===== config.mk =====
export PLATFORM = sky130hd
export DESIGN_NAME = load_store_unit
export DESIGN_NICKNAME = d
export VERILOG_FILES = /design/src/rtl/load_store_unit.sv
export SDC_FILE = /design/constraint.sdc
export NUM_CORES = 1
export LEC_CHECK = 0
export BUFFER_PORTS_ARGS = -buffer_cell sky130_fd_sc_hd__buf_2
export CAP_MARGIN = 25
export CORE_AREA = 2 2 177 179
export CTS_BUF_LIST = sky130_fd_sc_hd__clkbuf_2
export DETAILED_ROUTE_END_ITERATION = 10
export DIE_AREA = 0 0 179 181
export GPL_TIMING_DRIVEN = 1
export HOLD_SLACK_MARGIN = 0.03
export PLACE_DENSITY = 0.72
export SLEW_MARGIN = 20
export SYNTH_ARGS = -nofsm -noshare
export SYNTH_HDL_FRONTEND = slang
export SYNTH_SLANG_ARGS = --single-unit

===== constraint.sdc =====
create_clock -name clk -period 9.2 [get_ports clk]
set_input_delay 0.46 -clock clk [delete_from_list [all_inputs] [get_ports clk]]
set_output_delay 0.46 -clock clk [all_outputs]
set_load 0.01 [all_outputs]

===== src/rtl/load_store_unit.sv =====
// Load/store unit: turns byte-addressed load/store requests into
// doubleword memory accesses with read-modify-write for narrow stores.
module load_store_unit #(
    parameter int DEPTH = 128,
    parameter int IDX_W = 7
) (
    input  logic        clk,
    input  logic        rst_n,
    input  logic        req_valid,
    output logic        req_ready,
    input  logic        req_store,
    input  logic [1:0]  req_size,
    input  logic        req_signed,
    input  logic [63:0] req_addr,
    input  logic [63:0] req_wdata,
    output logic        resp_valid,
    input  logic        resp_ready,
    output logic [63:0] resp_rdata,
    output logic        resp_err,
    output logic        mem_read,
    output logic [63:0] mem_read_addr,
    input  logic [63:0] mem_read_data,
    output logic        mem_write,
    output logic [63:0] mem_write_addr,
    output logic [63:0] mem_write_data
);

    typedef enum logic [1:0] {
        IDLE,
        RD,
        WR,
        RESP
    } state_e;

    function automatic logic [2:0] span(input logic [1:0] size);
        logic [2:0] s;
        unique case (size)
            2'd0:    s = 3'd0;
            2'd1:    s = 3'd1;
            2'd2:    s = 3'd3;
            default: s = 3'd7;
        endcase
        return s;
    endfunction

    function automatic logic [63:0] lane_mask(input logic [1:0] size);
        logic [63:0] m;
        unique case (size)
            2'd0:    m = 64'h0000_0000_0000_00FF;
            2'd1:    m = 64'h0000_0000_0000_FFFF;
            2'd2:    m = 64'h0000_0000_FFFF_FFFF;
            default: m = 64'hFFFF_FFFF_FFFF_FFFF;
        endcase
        return m;
    endfunction

    // Big-endian: the lowest offset of the field lands in the top byte.
    function automatic logic [5:0] lane_shift(input logic [2:0] off,
                                              input logic [1:0] size);
        logic [2:0] lo;
        lo = 3'd7 - off - span(size);
        return {lo, 3'b000};
    endfunction

    state_e state_q, state_d;

    logic             store_q, store_d;
    logic [1:0]       size_q, size_d;
    logic             signed_q, signed_d;
    logic [2:0]       off_q, off_d;
    logic [IDX_W-1:0] idx_q, idx_d;
    logic [63:0]      wdata_q, wdata_d;

    logic        req_ready_q, req_ready_d;
    logic        resp_valid_q, resp_valid_d;
    logic        resp_err_q, resp_err_d;
    logic [63:0] resp_rdata_q, resp_rdata_d;
    logic        mem_read_q, mem_read_d;
    logic [63:0] mem_read_addr_q, mem_read_addr_d;
    logic        mem_write_q, mem_write_d;
    logic [63:0] mem_write_addr_q, mem_write_addr_d;
    logic [63:0] mem_write_data_q, mem_write_data_d;

    logic        req_mis;
    logic        req_oor;
    logic [5:0]  lane_sh;
    logic [63:0] lane_m;
    logic [63:0] rd_lane;
    logic [63:0] rd_ext;
    logic [63:0] merged;
    logic [63:0] idx_ext;

    assign req_mis = |(req_addr[2:0] & span(req_size));
    assign req_oor = req_addr[63:3] >= 61'(DEPTH);

    assign lane_sh = lane_shift(off_q, size_q);
    assign lane_m  = lane_mask(size_q);
    assign rd_lane = (mem_read_data >> lane_sh) & lane_m;
    assign merged  = (mem_read_data & ~(lane_m << lane_sh))
                   | ((wdata_q & lane_m) << lane_sh);

    always_comb begin
        rd_ext = rd_lane;
        if (signed_q) begin
            unique case (size_q)
                2'd1:    rd_ext = {{48{rd_lane[15]}}, rd_lane[15:0]};
                2'd2:    rd_ext = {{32{rd_lane[31]}}, rd_lane[31:0]};
                default: rd_ext = rd_lane;
            endcase
        end
    end

    always_comb begin
        state_d          = state_q;
        store_d          = store_q;
        size_d           = size_q;
        signed_d         = signed_q;
        off_d            = off_q;
        idx_d            = idx_q;
        wdata_d          = wdata_q;
        resp_valid_d     = resp_valid_q;
        resp_err_d       = resp_err_q;
        resp_rdata_d     = resp_rdata_q;
        mem_write_data_d = '0;

        unique case (state_q)
            IDLE: begin
                if (req_valid) begin
                    store_d  = req_store;
                    size_d   = req_size;
                    signed_d = req_signed;
                    off_d    = req_addr[2:0];
                    idx_d    = req_addr[3+IDX_W-1:3];
                    wdata_d  = req_wdata;
                    if (req_mis || req_oor) begin
                        state_d      = RESP;
                        resp_valid_d = 1'b1;
                        resp_err_d   = 1'b1;
                        resp_rdata_d = '0;
                    end else if (req_store && req_size == 2'd3) begin
                        state_d          = WR;
                        mem_write_data_d = req_wdata;
                    end else begin
                        state_d = RD;
                    end
                end
            end
            RD: begin
                if (store_q) begin
                    state_d          = WR;
                    mem_write_data_d = merged;
                end else begin
                    state_d      = RESP;
                    resp_valid_d = 1'b1;
                    resp_err_d   = 1'b0;
                    resp_rdata_d = rd_ext;
                end
            end
            WR: begin
                state_d      = RESP;
                resp_valid_d = 1'b1;
                resp_err_d   = 1'b0;
                resp_rdata_d = '0;
            end
            RESP: begin
                if (resp_ready) begin
                    state_d      = IDLE;
                    resp_valid_d = 1'b0;
                    resp_err_d   = 1'b0;
                    resp_rdata_d = '0;
                end
            end
            default: state_d = IDLE;
        endcase

        idx_ext          = {{(64-IDX_W){1'b0}}, idx_d};
        req_ready_d      = (state_d == IDLE);
        mem_read_d       = (state_d == RD);
        mem_read_addr_d  = (state_d == RD) ? idx_ext : '0;
        mem_write_d      = (state_d == WR);
        mem_write_addr_d = (state_d == WR) ? idx_ext : '0;
    end

    always_ff @(posedge clk or negedge rst_n) begin
        if (!rst_n) begin
            state_q          <= IDLE;
            store_q          <= 1'b0;
            size_q           <= '0;
            signed_q         <= 1'b0;
            off_q            <= '0;
            idx_q            <= '0;
            wdata_q          <= '0;
            req_ready_q      <= 1'b1;
            resp_valid_q     <= 1'b0;
            resp_err_q       <= 1'b0;
            resp_rdata_q     <= '0;
            mem_read_q       <= 1'b0;
            mem_read_addr_q  <= '0;
            mem_write_q      <= 1'b0;
            mem_write_addr_q <= '0;
            mem_write_data_q <= '0;
        end else begin
            state_q          <= state_d;
            store_q          <= store_d;
            size_q           <= size_d;
            signed_q         <= signed_d;
            off_q            <= off_d;
            idx_q            <= idx_d;
            wdata_q          <= wdata_d;
            req_ready_q      <= req_ready_d;
            resp_valid_q     <= resp_valid_d;
            resp_err_q       <= resp_err_d;
            resp_rdata_q     <= resp_rdata_d;
            mem_read_q       <= mem_read_d;
            mem_read_addr_q  <= mem_read_addr_d;
            mem_write_q      <= mem_write_d;
            mem_write_addr_q <= mem_write_addr_d;
            mem_write_data_q <= mem_write_data_d;
        end
    end

    assign req_ready      = req_ready_q;
    assign resp_valid     = resp_valid_q;
    assign resp_err       = resp_err_q;
    assign resp_rdata     = resp_rdata_q;
    assign mem_read       = mem_read_q;
    assign mem_read_addr  = mem_read_addr_q;
    assign mem_write      = mem_write_q;
    assign mem_write_addr = mem_write_addr_q;
    assign mem_write_data = mem_write_data_q;

endmodule


==> results.sh, run 1 <==
export IMPL_dieArea_sq_um=32400
export IMPL_p_sw_share_pct=52.1
export IMPL_layout_common_cells="buf_2, dfrtp_1, nand2_1"
export IMPL_clockBufferDepth=3
export IMPL_cts_clk_slew_worst_paths_ps=100
export IMPL_place_hpwl_um=39900
export IMPL_vdd_ir_drop_max_uv=373
export IMPL_setup_viol=0
export IMPL_rows=64
export IMPL_cp_end_kind="flip-flop"
export IMPL_min_path_type="primary input to flip-flop"
export IMPL_seq_area_frac_synth_pct=41.8
export IMPL_synth_cell_type_count=72
export IMPL_antenna_found_initial=1
export IMPL_power_internal_uw=3370
export IMPL_pwr_share_comb_pct=67.7
export IMPL_clk_latency_ps=920
export IMPL_max_stage_delay_ps=1450
export IMPL_synthAdderAreaFrac_pct=0.699
export IMPL_ios=461
export IMPL_postLayoutCellArea_sq_um=16800
export IMPL_dpl_cell_area_sq_um=15000
export IMPL_yosys_area_top_type="dfrtp_1"
export IMPL_hold_ws_ps=99.1
export IMPL_netlist_area_sq_um=13600
export IMPL_cp_slowest_cell="fa_4"
export IMPL_root_buffer="clkbuf_2"
export IMPL_die_x_um=179
export IMPL_synthFlopType="dfrtp_1"
export IMPL_finalWeightedCongestion=0.996
export IMPL_cts_setup_buffers=0
export IMPL_core_sq_um=30300
export IMPL_critical_path_top_delay_family="adder cells"
export IMPL_min_period_ps=6070
export IMPL_cts_repair_resized=0
export IMPL_final_common_cell="buf_2"
export IMPL_critPathBufInv=4
export IMPL_path_cells="ha_1 > or2_2 > inv_1 > fa_4 > buf_4 > inv_2 > nand3_1 > o211ai_1 > a221oi_2 > a221o_1 > dlygate4sd3_1"
export IMPL_synth_seq_cells=227
export IMPL_synthCells=1427
export IMPL_drive_gt1_share_pct=27.2
export IMPL_gr_total_overflow=0
export IMPL_drt_wl_total_um=55900
export IMPL_ant_nets=0
export IMPL_power_density_nw_per_um2=418
export IMPL_synth_compound_area_share_pct=20.1
export IMPL_fin_setup_tns_ps=0
export IMPL_synth_simple_gate_area_share_pct=14.5
export IMPL_synth_xor_area_share_pct=0.534
export IMPL_wl_per_cell_um=24.3
export IMPL_fmax_mhz=165
export IMPL_tritoncts="yes"
export IMPL_htree_levels=2
export IMPL_pwr_share_clk_pct=9.6
export IMPL_synthArstFlopShare_pct=100
export IMPL_drc=0
export IMPL_synth_area_mux_share_pct=11.2
export IMPL_nNetsFinal=2073
export IMPL_drtIter0Drc=1440
export IMPL_worstPathRequired_ps=9980
export IMPL_reg2reg_setup_slack_ps=3130
export IMPL_io_buffers=346
export IMPL_grt_usage_pct=33.4
export IMPL_p_sw_uw=3670
export IMPL_fin_crit_sh_pct=66.0
export IMPL_viasPerCell=5.88
export IMPL_grt_max_degree=92
export IMPL_crit_type="flip-flop to flip-flop"
export IMPL_dr_pass1_iters=6
export IMPL_yosysWarnings=0
export IMPL_vias=13500
export IMPL_cp_max_fo=68
export IMPL_tightestPinTransition_ps=1040
export IMPL_die_h_um=181
export IMPL_leakage_uw=0.00890
export IMPL_synth_edff_count=0
export IMPL_synth_top_family_by_area="compound AO/OA/AOI/OAI gates"
export IMPL_critPathArrivalTime_ps=6850
export IMPL_initial_core_util_pct=44.8
export IMPL_grt_pass1_wl_um=80500
export IMPL_status="finished clean"
export IMPL_synth_area_top_cells="dfrtp_1, buf_4, nand2_1, mux2i_1, mux4_2"
export IMPL_critPathLaunchType="flip-flop"
export IMPL_avgSynthCellArea_sq_um=9.53
export IMPL_grt_setup_unrepaired="false"
export IMPL_syn_to_final_growth_pct=23.9
export IMPL_hold_viol=0
export IMPL_relSlewSlack_pct=30.3
export IMPL_grt_pass1_vias=12900
export IMPL_clock_skew_ps=110
export IMPL_slew_viol_final=0
export IMPL_fin_util_pct=55.5
export IMPL_cts_buffers=57
export IMPL_pwr_share_seq_pct=22.6
export IMPL_cts_sinks=227
export IMPL_yosysTopAreaCellShare_pct=41.6
export IMPL_drv_cap=0
==> kinds of logic (layout without fill, tap and decap cells) <==
kind of cell,count (synthesis),in the layout
AO/OA/AOI/OAI,380,380
buffers and inverters,267,635
XOR/XNOR,4,4
multiplexers,112,112
adder cells (fa/ha/maj),7,7
AND/OR/NAND/NOR,429,429
other,1,115
flip-flops,227,227
==> through the flow <==
step	total power (uW)	std cells	setup slack, ps
3_3_place_gp	6160	2070	3900
5_1_grt	7430	2305	2740
2_1_floorplan	4980	1540	5800
4_1_cts	6920	2302	3300
6_report	7040	2305	3130
3_5_place_dp	6180	2070	3840
==> power by group through the flow <==
stage	clock [uW]	combinational (uW)	sequential (uW)
finish	678	4770	1590
global route	737	5090	1610
CTS	692	4650	1580
detailed placement	0	4580	1600
global placement	0	4560	1600
floorplan	0	3440	1530
==> layer usage <==
metal	vias to the layer above	routed length, um	GRT usage [%]	share of wire, %
li1	5875	-	-	-
met1	6513	21300	43.3	38
met2	985	26200	53.6	47
met3	175	5810	6.71	10
met4	0	2690	15.4	4.8
met5	-	0	0	0
==> cells in the mapped netlist, types with 20 or more instances <==
master / number
a21o_1: 24
a21oi_1: 67
a221o_1: 34
and3_1: 31
buf_2: 43
buf_4: 116
clkbuf_1: 57
dfrtp_1: 226
inv_1: 40
mux2i_1: 70
mux4_2: 31
nand2_1: 217
nand3_1: 20
nor2_1: 47
nor3_1: 45
o21ai_0: 59
o22ai_1: 40
==> final timing paths <==
path | endpoint | from | cells after the start
hold reg to reg | resp_rdata[8] | resp_rdata[8] | 1
max in group asynchronous | mem_write_data[38] | rst_n | 3
setup / recovery | mem_write_data[48] | size_q[0] | 11
hold / removal | mem_write_data[47] | mem_read_data[47] | 3
setup reg to reg | mem_write_data[48] | size_q[0] | 11
min in group asynchronous | mem_write_data[24] | rst_n | 2
==> final cells by class <==
cell class,count,area [sq um]
multi-input combinational,1046,6850
antenna,1,2.50
sequential,227,5680
inverter,42,158
tap,396,495
timing repair buffer,492,3170
clock inverter,18,77.6
fill,2743,13500
clock buffer,83,415
==> state kept, by name, indices dropped and copies added, names as in the netlist <==
name	flops
mem_write	1
mem_read	1
resp_rdata	64
req_ready	1
resp_valid	1
size_q	2
mem_read_addr	7
resp_err	1
off_q	3
idx_q	7
state_q	2
mem_write_data	64
mem_write_addr	7
signed_q	1
wdata_q	64
store_q	1
==> worst min-delay path: stages <==
cell and delay (ps):
buf_2 150, nand2_1 160, o211ai_1 110
==> repair_timing <==
| action | CTS | global route |
|---|---|---|
| hold buffers | 131 | 1 |
| hold endpoints to repair | 250 | 1 |
| setup endpoints to repair | 0 | 0 |
Power figures use the tool's default switching activity.
==> run 2, diff against run 1 <==
PLACE_DENSITY = 0.75   (was 0.72)
clock period = 5.4 ns   (was 9.2 ns; I/O delays follow)
==> run 2 against run 1 <==
Effect of this change:
- critical path depth stayed put
- flip-flop and latch count stayed put
- clock skew decreased by 29 ps
- non-clock buffer count rose by 44
- sequential power up 69%
- worst hold slack worse by 77 ps
- wire length increased by 3.5%
- sequential share of layout area shrank 0.94 points
- critical path type unchanged
- critical endpoint is now mem_write_data[51]
- largest cell class unchanged
==> results.sh, run 2 (synthesis gave the netlist of run 1 again) <==
export IMPL_grt_pass1_wl_um=84000
export IMPL_power_internal_uw=5970
export IMPL_layout_common_cells="buf_2, dfrtp_1, nand2_1"
export IMPL_ios=461
export IMPL_pwr_share_comb_pct=68.3
export IMPL_ant_nets=0
export IMPL_cts_repair_resized=0
export IMPL_fillers=2662
export IMPL_initial_core_util_pct=44.8
export IMPL_dpl_worst_slack_ps=806
export IMPL_pwr_share_clk_pct=10.1
export IMPL_cts_buffers=57
export IMPL_die_h_um=181
export IMPL_path_common_cell="inv_1"
export IMPL_vdd_ir_drop_max_uv=814
export IMPL_fin_util_pct=57.1
export IMPL_worstPathRequired_ps=6200
export IMPL_power_density_nw_per_um2=718
export IMPL_syn_to_final_growth_pct=27.4
export IMPL_dieArea_sq_um=32400
export IMPL_viasPerCell=6.00
export IMPL_critical_path_top_delay_family="adder cells"
export IMPL_max_stage_delay_ps=1310
export IMPL_rows=64
export IMPL_finalWeightedCongestion=0.986
export IMPL_critPathBufInv=4
export IMPL_root_buffer="clkbuf_2"
export IMPL_core_sq_um=30300
export IMPL_path_cells="inv_1 > ha_1 > or2_2 > inv_1 > fa_4 > inv_2 > nand3_1 > o211ai_1 > a221oi_2 > a221o_1 > dlygate4sd3_1"
export IMPL_relSlewSlack_pct=33.4
export IMPL_leakage_uw=0.00910
export IMPL_io_buffers=346
export IMPL_tritoncts="yes"
export IMPL_nNetsFinal=2117
export IMPL_grt_usage_pct=34.8
export IMPL_setup_ws_ps=451
export IMPL_drt_wl_total_um=57900
export IMPL_die_x_um=179
export IMPL_critPathLaunchType="flip-flop"
export IMPL_p_sw_uw=6480
export IMPL_drv_cap=0
export IMPL_holdBufCountCts=165
export IMPL_antenna_found_initial=1
export IMPL_rr_startpoint="size_q[0]"
export IMPL_reg2reg_setup_slack_ps=450
export IMPL_status="finished clean"
export IMPL_dp_cells=2081
export IMPL_grt_setup_unrepaired="false"
export IMPL_drtIter0Drc=1582
export IMPL_critPathArrivalTime_ps=5750
export IMPL_pwr_share_seq_pct=21.6
export IMPL_final_common_cell="buf_2"
export IMPL_min_path_type="primary input to async pin"
export IMPL_postLayoutCellArea_sq_um=17300
export IMPL_p_sw_share_pct=52.0
export IMPL_tightestPinTransition_ps=994
export IMPL_slew_viol_final=0
export IMPL_cts_sinks=227
export IMPL_drive_gt1_share_pct=26.9
export IMPL_gr_total_overflow=0
export IMPL_fin_crit_sh_pct=91.7
export IMPL_setup_viol=0
export IMPL_hold_viol=0
export IMPL_fin_setup_tns_ps=0
export IMPL_final_cells=2353
export IMPL_cp_end_kind="flip-flop"
export IMPL_fmax_mhz=202
export IMPL_crit_type="flip-flop to flip-flop"
export IMPL_cp_max_fo=50
export IMPL_grt_max_degree=114
export IMPL_r2r_end="mem_write_data[51]"
export IMPL_clock_skew_ps=81.6
export IMPL_dpl_cell_area_sq_um=15100
export IMPL_clockBufferDepth=3
export IMPL_r2r_cells=11
export IMPL_clk_latency_ps=900
export IMPL_drc=0
export IMPL_vias=14100
export IMPL_dr_pass1_iters=6
export IMPL_place_hpwl_um=41300
export IMPL_grt_pass1_vias=13700
export IMPL_cp_slowest_cell="fa_4"
export IMPL_cts_setup_buffers=0
export IMPL_min_period_ps=4950
export IMPL_wl_per_cell_um=24.6
export IMPL_cts_clk_slew_worst_paths_ps=120
export IMPL_htree_levels=2
[run 2: power by group through the flow]
stage          combinational, uW  clock, uW  sequential [uW]
2_1_floorplan               5870          0             2610
3_3_place_gp                7980          0             2690
3_5_place_dp                8070          0             2690
4_1_cts                     8230       1270             2670
5_1_grt                     9000       1370             2720
6_report                    8500       1260             2690
[run 2: final cells by class]
type                    count  area, sq um  area share [%]
clock inverters            33          193            1.11
repair buffers            536         3590            20.7
flip-flops and latches    227         5680            32.8
multi-input cells        1046         6850            39.5
clock buffers              72          360            2.08
diodes                      1         2.50          0.0144
well taps                 396          495            2.86
inverters                  42          158           0.910
[run 2: worst max-delay path by stage]
stage / start / endpoint / slack (ps) / cells past startpoint
6_report: size_q[0] / mem_write_data[51] / 450 / 11
5_1_grt: size_q[0] / mem_write_data[51] / 210 / 11
4_1_cts: size_q[0] / mem_write_data[51] / 540 / 11
3_5_place_dp: size_q[0] / resp_rdata[47] / 810 / 11
3_3_place_gp: size_q[0] / resp_rdata[32] / 970 / 11
2_1_floorplan: size_q[0] / resp_rdata[61] / 2000 / 13
[run 2: stage by stage]
step / hold WS (ps) / total power (uW)
floorplan: -25.6 / 8480
global placement: 396 / 10700
detailed placement: 408 / 10800
CTS: 38.2 / 12200
global route: 71.5 / 13100
finish: 21.8 / 12400
[run 2: layer usage]
layer / track usage [%] / up-vias / routed length (um)
li1: - / 5982 / -
met4: 16.9 / 0 / 3050
met1: 43.9 / 6747 / 21500
met5: 0 / - / 0
met3: 7.11 / 222 / 6150
met2: 56.5 / 1156 / 27200
==> run 3, diff against run 2 <==
clock period = 4.3 ns   (was 5.4 ns; I/O delays follow)
==> run 3 against run 2 <==
Effect of this change:
- first-iteration DRC count increased by 2.0%
- via count shrank 0.18%
- total power rose by 25%
- fmax up 25%
- cell area grew 0.96%
- non-clock buffer count grew 16
- sequential share of layout area down 0.31 points
- worst hold slack gained 87 ps
- critical path type unchanged
==> results.sh, run 3 (synthesis gave the netlist of run 1 again) <==
export IMPL_clock_skew_ps=59.9
export IMPL_use_met2_pct=56.7
export IMPL_initial_core_util_pct=44.8
export IMPL_drive_gt1_share_pct=27.3
export IMPL_use_met3_pct=8.12
export IMPL_cts_buffers=58
export IMPL_hold_ws_ps=109
export IMPL_top_usage_layer="met2"
export IMPL_pwr_share_comb_pct=68.8
export IMPL_io_buffers=346
export IMPL_relSlewSlack_pct=25.0
export IMPL_fmax_mhz=252
export IMPL_path_cells="inv_1 > ha_1 > or2_2 > inv_1 > fa_4 > buf_4 > mux4_2 > mux2_2 > nand3_1 > a21oi_2 > buf_4 > a221o_1"
export IMPL_critPathBufInv=4
export IMPL_htree_levels=2
export IMPL_grt_setup_unrepaired="false"
export IMPL_nNetsFinal=2134
export IMPL_worstPathRequired_ps=5040
export IMPL_layout_common_cells="buf_2, dfrtp_1, nand2_1"
export IMPL_critPathArrivalTime_ps=4710
export IMPL_critical_path_top_delay_family="adder cells"
export IMPL_viasPerCell=5.94
export IMPL_grt_max_degree=116
export IMPL_setup_viol=0
export IMPL_die_h_um=181
export IMPL_tightestPinTransition_ps=1120
export IMPL_core_sq_um=30300
export IMPL_drc=0
export IMPL_leakage_uw=0.00916
export IMPL_p_sw_share_pct=51.9
export IMPL_p_total_uw=15600
export IMPL_final_common_cell="buf_2"
export IMPL_grt_met1_usage_pct=43.4
export IMPL_drv_cap=0
export IMPL_r2r_cells=12
export IMPL_cts_sinks=227
export IMPL_die_x_um=179
export IMPL_cp_end_kind="flip-flop"
export IMPL_slew_viol_final=0
export IMPL_tritoncts="yes"
export IMPL_grt_usage_pct=34.9
export IMPL_crit_type="flip-flop to flip-flop"
export IMPL_hold_viol=0
export IMPL_antenna_found_initial=1
export IMPL_place_hpwl_um=41100
export IMPL_cp_depth=12
export IMPL_min_path_cells=4
export IMPL_gr_total_overflow=0
export IMPL_cp_max_fo=35
export IMPL_pwr_share_seq_pct=21.7
export IMPL_vias=14100
export IMPL_min_path_type="primary input to flip-flop"
export IMPL_min_period_ps=3970
export IMPL_fin_crit_sh_pct=92.4
export IMPL_p_sw_uw=8100
export IMPL_ant_nets=0
export IMPL_fin_setup_tns_ps=0
export IMPL_dieArea_sq_um=32400
export IMPL_power_internal_uw=7520
export IMPL_wl_per_cell_um=24.5
export IMPL_grt_pass1_vias=13600
export IMPL_rows=64
export IMPL_drt_wl_total_um=58200
export IMPL_vdd_ir_drop_max_uv=986
export IMPL_clk_latency_ps=890
export IMPL_cp_slowest_cell="fa_4"
export IMPL_cts_setup_buffers=0
export IMPL_critPathLaunchType="flip-flop"
export IMPL_finalWeightedCongestion=0.964
export IMPL_dr_pass1_iters=5
export IMPL_clockBufferDepth=3
export IMPL_cts_clk_slew_worst_paths_ps=120
export IMPL_root_buffer="clkbuf_2"
export IMPL_ios=461
export IMPL_status="finished clean"
export IMPL_fillers=2650
export IMPL_grt_pass1_wl_um=84300
export IMPL_max_stage_delay_ps=890
export IMPL_syn_to_final_growth_pct=28.7
export IMPL_power_density_nw_per_um2=893
export IMPL_drtIter0Drc=1614
export IMPL_pwr_share_clk_pct=9.5
run 3: cell count changes in the layout (fill, tap and decap cells not counted), moves of 2 or more:
cell	before	now
dlygate4sd3_1	165	179
clkbuf_2	72	83
bufinv_16	2	0
diode_2	1	3
buf_12	1	4
clkinv_1	21	12
run 3: timing repair:
item | 4_1_cts | 5_1_grt
gates resized for setup | 0 | 0
hold buffers | 179 | 0
endpoints found under the hold margin | 328 | 0
run 3: power groups by stage:
stage	combinational (uW)	sequential, uW	clock (uW)
after floorplan	7370	3280	0
after global placement	10100	3390	0
after detailed placement	10200	3390	0
after CTS	10400	3360	1500
after global routing	11400	3420	1620
final	10700	3390	1480
run 3: worst reg2reg max path, delay by kind of cell, from the launching register on:
kind            cells  cell delay, ps
mux                 2             650
compound gates      2             400
fa+ha+maj           2            1280
simple gates        2             340
buf+inv             4             780
flops               1             410
run 3: final cells by class:
cell class,instances,area [sq um],share of cell area [%]
multi-input cells,1046,6850,39.2
flip-flops and latches,227,5680,32.5
repair buffers,552,3790,21.6
well taps,396,495,2.83
clock buffers,83,415,2.37
inverters,42,158,0.901
clock inverters,23,103,0.586
diodes,3,7.51,0.0429
run 3: worst paths after layout:
check,startpoint,endpoint,slack (ps)
max,size_q[0],resp_rdata[43],330
min,req_wdata[0],wdata_q[0],110
max reg2reg,size_q[0],resp_rdata[43],330
min reg2reg,resp_rdata[14],resp_rdata[14],480
max in group asynchronous,rst_n,wdata_q[52],2350
min in group asynchronous,rst_n,wdata_q[9],510
run 3: through the flow:
step / util, % / setup WS [ps] / std cells / instance area [sq um]
final: 57.7 / 327 / 2372 / 17500
after global routing: 57.6 / 104 / 2370 / 17500
after CTS: 57.6 / 398 / 2369 / 17500
after detailed placement: 50.0 / 424 / 2084 / 15200
after global placement: 50.0 / 507 / 2084 / 15200
after floorplan: - / 896 / 1540 / 14000
run 3: metal layers:
| metal | up-vias | routed length (um) | share of wire (%) |
|---|---|---|---|
| li1 | 6014 | - | - |
| met1 | 6803 | 21200 | 36 |
| met2 | 1072 | 27600 | 47 |
| met3 | 193 | 6290 | 11 |
| met4 | 0 | 3120 | 5.4 |
| met5 | - | 0 | 0 |
